===== src/rtl/alu_share_ctrl.sv =====
// alu_share_ctrl: shares one combinational ALU between NUM_REQ requesters.
//
// A round-robin arbiter accepts one operation at a time. The controller holds
// the ALU operands stable for one cycle (simple ops) or MULDIV_LAT cycles
// (mul/div), registers the ALU result and status, and holds the response until
// it is accepted.
//
// Build option:
//   ALU_SHARE_DIVZERO_TRAP_EN - when defined, a div with op2 == 0 skips EXEC and
//   answers at once with result 32'hFFFF_FFFF and status 8'h04.
//
// Ports:
//   clk_i, rst_ni             clock, synchronous active-low reset
//   req_valid_i/req_ready_o   per-requester handshake (ready is a one-hot grant)
//   req_ctrl_i, req_op1_i/2_i packed per-requester ctrl (4b) and operands (32b)
//   alu_ctrl_o, alu_op1_o/2_o drive to the ALU (NOP/0 outside EXEC)
//   alu_result_i, alu_status_i ALU outputs
//   rsp_valid_o/rsp_ready_i   response handshake
//   rsp_id_o, rsp_result_o, rsp_status_o  registered response
//   busy_o                    FSM is not idle
module alu_share_ctrl #(
    parameter int unsigned NUM_REQ    = 4,
    parameter int unsigned MULDIV_LAT = 4
) (
    input  logic                       clk_i,
    input  logic                       rst_ni,
    input  logic [NUM_REQ-1:0]         req_valid_i,
    input  logic [4*NUM_REQ-1:0]       req_ctrl_i,
    input  logic [32*NUM_REQ-1:0]      req_op1_i,
    input  logic [32*NUM_REQ-1:0]      req_op2_i,
    output logic [NUM_REQ-1:0]         req_ready_o,
    output logic [3:0]                 alu_ctrl_o,
    output logic [31:0]                alu_op1_o,
    output logic [31:0]                alu_op2_o,
    input  logic [31:0]                alu_result_i,
    input  logic [7:0]                 alu_status_i,
    output logic                       rsp_valid_o,
    output logic [$clog2(NUM_REQ)-1:0] rsp_id_o,
    output logic [31:0]                rsp_result_o,
    output logic [7:0]                 rsp_status_o,
    input  logic                       rsp_ready_i,
    output logic                       busy_o
);

    localparam int unsigned IdW   = $clog2(NUM_REQ);
    localparam int unsigned CandW = IdW + 1;
    localparam int unsigned CntW  = $clog2(MULDIV_LAT + 1);

    localparam logic [1:0] StIdle = 2'd0;
    localparam logic [1:0] StExec = 2'd1;
    localparam logic [1:0] StResp = 2'd2;

    localparam logic [3:0] CtrlNop = 4'b1111;
    localparam logic [3:0] CtrlMul = 4'b1000;
    localparam logic [3:0] CtrlDiv = 4'b1001;

    localparam logic [CntW-1:0]  CntMulDiv = CntW'(MULDIV_LAT - 1);
    localparam logic [CandW-1:0] NumReqW   = CandW'(NUM_REQ);

    logic [1:0]      state_q, state_d;
    logic [CntW-1:0] cnt_q, cnt_d;
    logic [IdW-1:0]  last_q, last_d;
    logic [IdW-1:0]  id_q, id_d;
    logic [3:0]      ctrl_q, ctrl_d;
    logic [31:0]     op1_q, op1_d;
    logic [31:0]     op2_q, op2_d;
    logic [31:0]     result_q, result_d;
    logic [7:0]      status_q, status_d;

    logic             grant_found;
    logic [IdW-1:0]   grant_idx;
    logic [CandW-1:0] cand;
    logic [3:0]       sel_ctrl;
    logic [31:0]      sel_op1;
    logic [31:0]      sel_op2;
    logic             is_trap;

    // Round-robin search starting just after the last grant, with wrap-around.
    // cand never exceeds 2*NUM_REQ-1, so one conditional subtraction wraps it.
    always_comb begin
        grant_found = 1'b0;
        grant_idx   = last_q;
        cand        = '0;
        for (int unsigned k = 1; k <= NUM_REQ; k++) begin
            cand = {1'b0, last_q} + CandW'(k);
            if (cand >= NumReqW) begin
                cand = cand - NumReqW;
            end
            if (!grant_found && req_valid_i[cand[IdW-1:0]]) begin
                grant_found = 1'b1;
                grant_idx   = cand[IdW-1:0];
            end
        end
    end

    // Operand mux for the granted requester.
    always_comb begin
        sel_ctrl = '0;
        sel_op1  = '0;
        sel_op2  = '0;
        for (int i = 0; i < NUM_REQ; i++) begin
            if (grant_idx == IdW'(i)) begin
                sel_ctrl = req_ctrl_i[4*i +: 4];
                sel_op1  = req_op1_i[32*i +: 32];
                sel_op2  = req_op2_i[32*i +: 32];
            end
        end
    end

`ifdef ALU_SHARE_DIVZERO_TRAP_EN
    assign is_trap = (sel_ctrl == CtrlDiv) && (sel_op2 == '0);
`else
    assign is_trap = 1'b0;
`endif

    // Grant is held off during reset so no transfer is signalled at a reset edge.
    always_comb begin
        req_ready_o = '0;
        if (rst_ni && (state_q == StIdle) && grant_found) begin
            req_ready_o[grant_idx] = 1'b1;
        end
    end

    always_comb begin
        state_d  = state_q;
        cnt_d    = cnt_q;
        last_d   = last_q;
        id_d     = id_q;
        ctrl_d   = ctrl_q;
        op1_d    = op1_q;
        op2_d    = op2_q;
        result_d = result_q;
        status_d = status_q;
        case (state_q)
            StIdle: begin
                if (grant_found) begin
                    last_d = grant_idx;
                    id_d   = grant_idx;
                    if (is_trap) begin
                        // ALU drive stays at NOP; the answer is synthesised here.
                        state_d  = StResp;
                        result_d = 32'hFFFF_FFFF;
                        status_d = 8'b0000_0100;
                    end else begin
                        state_d = StExec;
                        ctrl_d  = sel_ctrl;
                        op1_d   = sel_op1;
                        op2_d   = sel_op2;
                        cnt_d   = ((sel_ctrl == CtrlMul) || (sel_ctrl == CtrlDiv)) ?
                                  CntMulDiv : '0;
                    end
                end
            end
            StExec: begin
                if (cnt_q != '0) begin
                    cnt_d = cnt_q - 1'b1;
                end else begin
                    state_d  = StResp;
                    result_d = alu_result_i;
                    status_d = alu_status_i;
                    // Return the ALU to NOP so every issue is a ctrl transition.
                    ctrl_d   = CtrlNop;
                    op1_d    = '0;
                    op2_d    = '0;
                end
            end
            StResp: begin
                if (rsp_ready_i) begin
                    state_d = StIdle;
                end
            end
            default: begin
                state_d = StIdle;
            end
        endcase
    end

    always_ff @(posedge clk_i) begin
        if (!rst_ni) begin
            state_q  <= StIdle;
            cnt_q    <= '0;
            last_q   <= IdW'(NUM_REQ - 1);
            id_q     <= '0;
            ctrl_q   <= CtrlNop;
            op1_q    <= '0;
            op2_q    <= '0;
            result_q <= '0;
            status_q <= '0;
        end else begin
            state_q  <= state_d;
            cnt_q    <= cnt_d;
            last_q   <= last_d;
            id_q     <= id_d;
            ctrl_q   <= ctrl_d;
            op1_q    <= op1_d;
            op2_q    <= op2_d;
            result_q <= result_d;
            status_q <= status_d;
        end
    end

    assign alu_ctrl_o   = ctrl_q;
    assign alu_op1_o    = op1_q;
    assign alu_op2_o    = op2_q;
    assign rsp_valid_o  = (state_q == StResp);
    assign rsp_id_o     = id_q;
    assign rsp_result_o = result_q;
    assign rsp_status_o = status_q;
    assign busy_o       = (state_q != StIdle);

endmodule


===== config.mk =====
export PLATFORM = sky130hd
export DESIGN_NAME = alu_share_ctrl
export DESIGN_NICKNAME = d
export VERILOG_FILES = /design/src/rtl/alu_share_ctrl.sv
export SDC_FILE = /design/constraint.sdc
export NUM_CORES = 1
export LEC_CHECK = 0
export CORE_AREA = 4 4 168 170
export DETAILED_ROUTE_END_ITERATION = 10
export DIE_AREA = 0 0 172 174
export DONT_BUFFER_PORTS = 1
export SKIP_CTS_REPAIR_TIMING = 1
export SYNTH_ARGS = -nofsm -noshare
export SYNTH_HDL_FRONTEND = slang
export SYNTH_SLANG_ARGS = --single-unit

===== constraint.sdc =====
create_clock -name clk_i -period 3.7 [get_ports clk_i]
set_input_delay 0.74 -clock clk_i [delete_from_list [all_inputs] [get_ports clk_i]]
set_output_delay 0.74 -clock clk_i [all_outputs]
set_load 0.02 [all_outputs]

**Word level (Yosys, flattened, before mapping)**

Index checks and enable logic that the tools add are counted.

- Flip-flop bits (word level): 117
- Input port bits: 319
- Output and inout port bits: 116
- Logic and storage cells: 111

- Magnitude comparators: 10
- Add/subtract/negate cells: 9
- Reduce and logical (&&, ||, !) cells: 20
- Eq/ne operators: 11
- Bitwise logic cells: 1
- Multiplexer cells: 51

Operators with widths:

| cell | number |
|---|---|
| $mux W32 | 11 |
| $pmux W32 S2 | 2 |
| $mux W4 | 7 |
| $mux W2 | 12 |
| $lt A2 B3 Y1 const B | 5 |
| $ge A3 B3 Y1 const B | 4 |
| $mux W1 | 9 |
| $reduce_and A3 Y1 | 3 |
| $bmux W1 S2 | 4 |
| $eq A4 B4 Y1 const B | 2 |
| $pmux W4 S2 | 1 |
| $sub A2 B1 Y2 const B | 4 |
| $add A2 B2 Y3 const B | 2 |
| $eq A2 B2 Y1 const B | 3 |
| $logic_and A1 B1 Y1 | 6 |
| $mux W3 | 2 |
| $ne A2 B2 Y1 const B | 3 |
| $pmux W2 S3 | 1 |
| $pmux W3 S2 | 1 |
| $eq A2 B1 Y1 const B | 2 |
| $logic_not A2 Y1 | 2 |
| $reduce_and A2 Y1 | 2 |
| $reduce_bool A2 Y1 | 2 |
| $add A2 B1 Y3 const B | 1 |
| other kinds (9) | 11 |

**Depth between registers and ports, before layout**

- Depth after elaboration: 25
- Depth in mapped cells: 9
- Gate-level depth less buffers: 8

**Worst setup path after synthesis**

No wires, ideal clock.

- Path kind: in2out
- Start: in req_valid_i[3]
- End: out req_ready_o[1]
- Stages on the path: 6
- Data required time: 2.960 ns
- Buffers on the path: 2
- Setup slack: 0.853 ns
- Arrival time: 2.107 ns
- Cells stage by stage: or2b_2 o21ai_2 a211oi_2 buf_2 buf_4 nor3_1

- Longest elaborated chain between the ends: 17
- Elaborated cells between the ends (all ways): 29
- Classes of those cells: order compare: 2; mux: 19; reduce/logical: 8

Ends and longest elaborated chain:

| what | line | text |
|---|---|---|
| from (decl) | 27 | `input logic [NUM_REQ-1:0] req_valid_i,` |
| $bmux W1 S2 | 89 | `if (!grant_found && req_valid_i[cand[IdW-1:0]]) begin` |
| $mux W1 (not written as such) | 89 |  |
| $mux W1 | 89 |  |
| $logic_not A1 Y1 | 89 |  |
| $logic_and A1 B1 Y1 | 89 |  |
| $mux W1 | 89 |  |
| $logic_not A1 Y1 | 89 |  |
| $logic_and A1 B1 Y1 | 89 |  |
| $mux W1 | 89 |  |
| $logic_not A1 Y1 | 89 |  |
| $logic_and A1 B1 Y1 | 89 |  |
| $mux W2 | 89 |  |
| $lt A2 B3 Y1 (not written as such) / $ge A2 B1 Y1 (equally long branches) | 120 | `req_ready_o[grant_idx] = 1'b1;` |
| $logic_and A1 B1 Y1 (not written as such) | 120 |  |
| $mux W1 (not written as such) | 120 |  |
| $demux W1 S2 | 120 |  |
| $mux W4 * | 119 | `if (rst_ni && (state_q == StIdle) && grant_found) begin` |
| to (decl) | 31 | `output logic [NUM_REQ-1:0] req_ready_o,` |

Mark *: on every way between the ends. The rest lies on a longest branch, timed or not. The select of a mux whose other input is x is not followed.

**Worst setup path after layout**

- Start: reg last_q[1]
- End: out req_ready_o[1]

- Longest elaborated chain between the ends: 20
- Elaborated cells between the ends (all ways): 45
- Classes of those cells: add/sub: 8; order compare: 6; mux: 23; reduce/logical: 8

Ends and longest elaborated chain:

| what | line | text |
|---|---|---|
| from (decl) | 62 | `logic [IdW-1:0] last_q, last_d;` |
| from (signal assigned) | 182 | `last_q <= IdW'(NUM_REQ - 1);` |
| from (signal assigned) | 192 | `last_q <= last_d;` |
| $add A2 B1 Y3 | 85 | `cand = {1'b0, last_q} + CandW'(k);` |
| $ge A3 B3 Y1 / $sub A2 B1 Y2 (equally long branches) | 86, 87 |  |
| $mux W2 | 86 | `if (cand >= NumReqW) begin` |
| $bmux W1 S2 | 89 |  |
| $mux W1 (not written as such) | 89 |  |
| $mux W1 | 89 |  |
| $logic_not A1 Y1 | 89 |  |
| $logic_and A1 B1 Y1 | 89 |  |
| [4 not listed] | n/a |  |
| $logic_not A1 Y1 | 89 |  |
| $logic_and A1 B1 Y1 | 89 |  |
| $mux W2 | 89 |  |
| $lt A2 B3 Y1 (not written as such) / $ge A2 B1 Y1 (equally long branches) | 120 |  |
| $logic_and A1 B1 Y1 (not written as such) | 120 |  |
| $mux W1 (not written as such) | 120 |  |
| $demux W1 S2 | 120 |  |
| $mux W4 * | 119 |  |

Marked as above.

==> summary.md <==
| Metric | Value |
|---|---|
| Final number of max-transition violations | `0` |
| Number of optimization iterations in the first detailed-route pass | `5` |
| Setup repair after global routing missed its margin | `no` |
| Cell breakdown of the critical path | `nand3b_1, and2_1, nor3_1, buf_4` |
| Number of endpoints with negative hold slack in the final report | `0` |
| Maximum number of pins on one net before global-route repair | `58` |
| Peak supply drop | `0.286 mV` |
| Via Count | `5741` |
| Leading cell type in the layout, fill and taps excluded | `nand2_1` |
| Maximum number of buffers from clock root to sink | `2` |
| Final Wtd Congestion | `0.894` |
| Final instance count without filler cells | `1070` |
| Wire length of the first global-routing pass | `34000 um` |
| Worst slew slack as a fraction of its limit | `23.1%` |
| Proportion of layout cells with a drive suffix above 1 | `8.82%` |
| Number of enable-type register cells in the synthesized netlist | `0` |
| Post-synthesis cell type with the largest combined area | `dfxtp_1` |
| Kind of critical path | `reg -> out` |
| Average detailed-routed wire length per instance | `22.4 um` |
| Kind of launch point of the worst setup path | `flip-flop` |
| DRC viols | `0` |
| Clock latency of the later-clocked register in the worst-skew pair | `0.41 ns` |
| Root buffer cell | `clkbuf_16` |
| PortBufs | `0` |
| Highest-count cells in the layout ignoring fill and taps | `nand2_1, dfxtp_1, o221ai_1` |
| Die Span X | `172 um` |
| Number of global-route vias before repair | `5450` |
| Area added between synthesis and finish | `17.0%` |
| Max Fclk | `0.334 GHz` |
| Flip-flop cell with the highest count after synthesis | `dfxtp_1` |
| Slew at the pin with the worst max-slew slack | `1.15 ns` |
| Number of buffers inserted during clock tree synthesis | `17` |
| Critical path data arrival time | `2.25 ns` |
| Avg Synthesized Cell Area | `7.85 um2` |
| Post-detailed-placement half-perimeter wirelength | `18000 um` |
| Number of standard cells after synthesis | `743` |
| Die Outline Area | `29900 um2` |
| Worst Setup End Kind | `output port` |
| Max FO, Critical Path | `10` |
| Multi-input logic area | `3190 um2` |
| PwrDens | `929 nW/um2` |
| Part of the cycle the worst path needs | `80.8%` |
| FF+latch count, synth | `117` |
| Class of the worst hold path | `in -> reg` |
| CP max stage cell | `dfxtp_1` |
| Final setup violating endpoints | `0` |
| Seq/Total Area, Yosys | `40.2%` |
| Aggregate negative setup slack | `0 ns` |
| Rows | `60` |
| Max-cap viol count | `0` |
| Leakage power | `2.85 nW` |
| Max incr delay on CP | `0.61 ns` |
| Yosys top cell area share | `40.2%` |
| FF/Latch Area | `2340 um2` |
| Data required, critical path | `2.96 ns` |
| Vertical die dimension | `174 um` |
| Number of cells after detailed placement | `1035` |
| CTS tree | `yes` |
| Number of distinct standard cells referenced by the synthesized netlist | `42` |
| All-Layer GR Usage | `15.0%` |
| Total number of H-tree levels | `4` |
| Share of synthesized registers carrying an async set or reset | `0%` |
| Final antenna-violating net count | `0` |
| Crit path buf inv count | `1` |
| Leading post-synthesis cells by cell area | `dfxtp_1, nand2_1, o221ai_1, a21o_1, a31oi_1` |
| Post-layout nets | `1034` |
| Vias per Instance | `5.37` |
| Number of antenna violations at the first check in global routing | `3` |
| Area of the mapped netlist | `5830 um2` |
| Layout Utilization | `25.5%` |
| First-iteration detailed-routing DRC count | `361` |
| Remaining Overflow, GRT | `0` |
| Starting Density | `21.8%` |
| Number of primary I/O pins | `435` |
| Number of warnings printed during yosys synthesis | `0` |
| Synthesized Nets | `1064` |
| Core region area | `26700 um2` |
| Worst clock skew on the final layout | `0.0153 ns` |
| Clk slew on worst S/H paths | `0.06 ns` |
| Family with the most delay on the worst path | `simple AND/OR/NAND/NOR gates` |
| Total number of clock tree sinks | `117` |
| Status | `finished, final reports clean` |
| Layout fillers | `2887` |
| Detailed-route wire length | `24000 um` |
| Minimum clock period after layout | `2.99 ns` |
metal layers:
layer	up-vias	part of all wire [%]	global-route usage, %	wire length, um
met5	-	0.083	0	20
met3	35	12	6.00	2860
met4	2	2.3	5.21	553
li1	2622	-	-	-
met2	403	49	24.7	11700
met1	2679	37	17.4	8880
synth_stat cells, types with 3 or more instances:
library cell,instances
inv_1,11
nor3_1,9
o221ai_1,59
nand2_1,230
a21o_1,57
nand2b_1,3
o21ai_0,10
and2_1,4
buf_2,22
a21boi_0,42
clkbuf_1,44
nor2_1,5
nor2b_1,6
a32o_1,7
o21ai_1,3
o211ai_1,3
nand3_1,16
dfxtp_1,117
a211o_1,3
a31oi_1,57
a21oi_1,6
worst reg2reg max path, cell delays in order (launching register included):
cell and delay [ns]:
dfxtp_1 0.34, or2_2 0.40, nor2_1 0.19, and2_2 0.89, o221ai_1 0.37, a31oi_1 0.37, a21o_1 0.12
flip-flops by register name, indices dropped and copies added, names as in the netlist:
signal and flops:
rsp_status_o 8, alu_op2_o 32, rsp_id_o 2, rsp_result_o 32
state_q 2, alu_ctrl_o 4, last_q 2, alu_op1_o 32
cnt_q 3
path summary, 6_finish.rpt:
kind | start | slack (ns) | depth (start not counted) | end
worst min-delay path | rst_ni | 0.40 | 1 | last_q[0]
worst max-delay path | last_q[1] | 0.71 | 4 | req_ready_o[1]
worst min register to register | rsp_result_o[14] | 0.56 | 2 | rsp_result_o[14]
worst max register to register | state_q[1] | 0.96 | 6 | alu_op1_o[23]
through the flow:
stage	hold WS [ns]	power, mW	instance area (um2)	setup WS, ns
3_5_place_dp	0.557	4.56	6180	0.738
3_3_place_gp	0.551	4.51	6180	0.773
4_1_cts	0.371	6.44	6820	0.635
5_1_grt	0.380	6.76	6820	0.515
2_1_floorplan	0.541	3.90	5830	0.853
6_report	0.404	6.34	6820	0.710
final cells by class:
cell class                 count  share of cell area, %
antenna                        3                  0.110
clock buffer                  17                   6.24
clock inverter                15                   3.12
inverter                      11                  0.605
multi-input combinational    547                   46.7
sequential                   117                   34.3
tap                          341                   6.25
timing repair buffer          19                   2.64
logic make-up (layout without fill, tap and decap cells):
logic type / after synthesis / in the layout / synth area share (%)
AO/OA/AOI/OAI: 260 / 260 / 33.3
buffers and inverters: 79 / 62 / 5.69
multiplexers: 3 / 3 / 0.622
XOR/XNOR: 1 / 1 / 0.150
flip-flops: 117 / 117 / 40.2
AND/OR/NAND/NOR: 281 / 281 / 19.6
other: 0 / 3 / 0
adder cells (fa/ha/maj): 2 / 2 / 0.429
report_power, final:
group	switching (mW)	internal, mW
sequential	0.827	1.69
clock	0.680	1.15
combinational	1.29	0.709
total	2.79	3.55
Note: power is estimated with default switching activity, not from simulation.
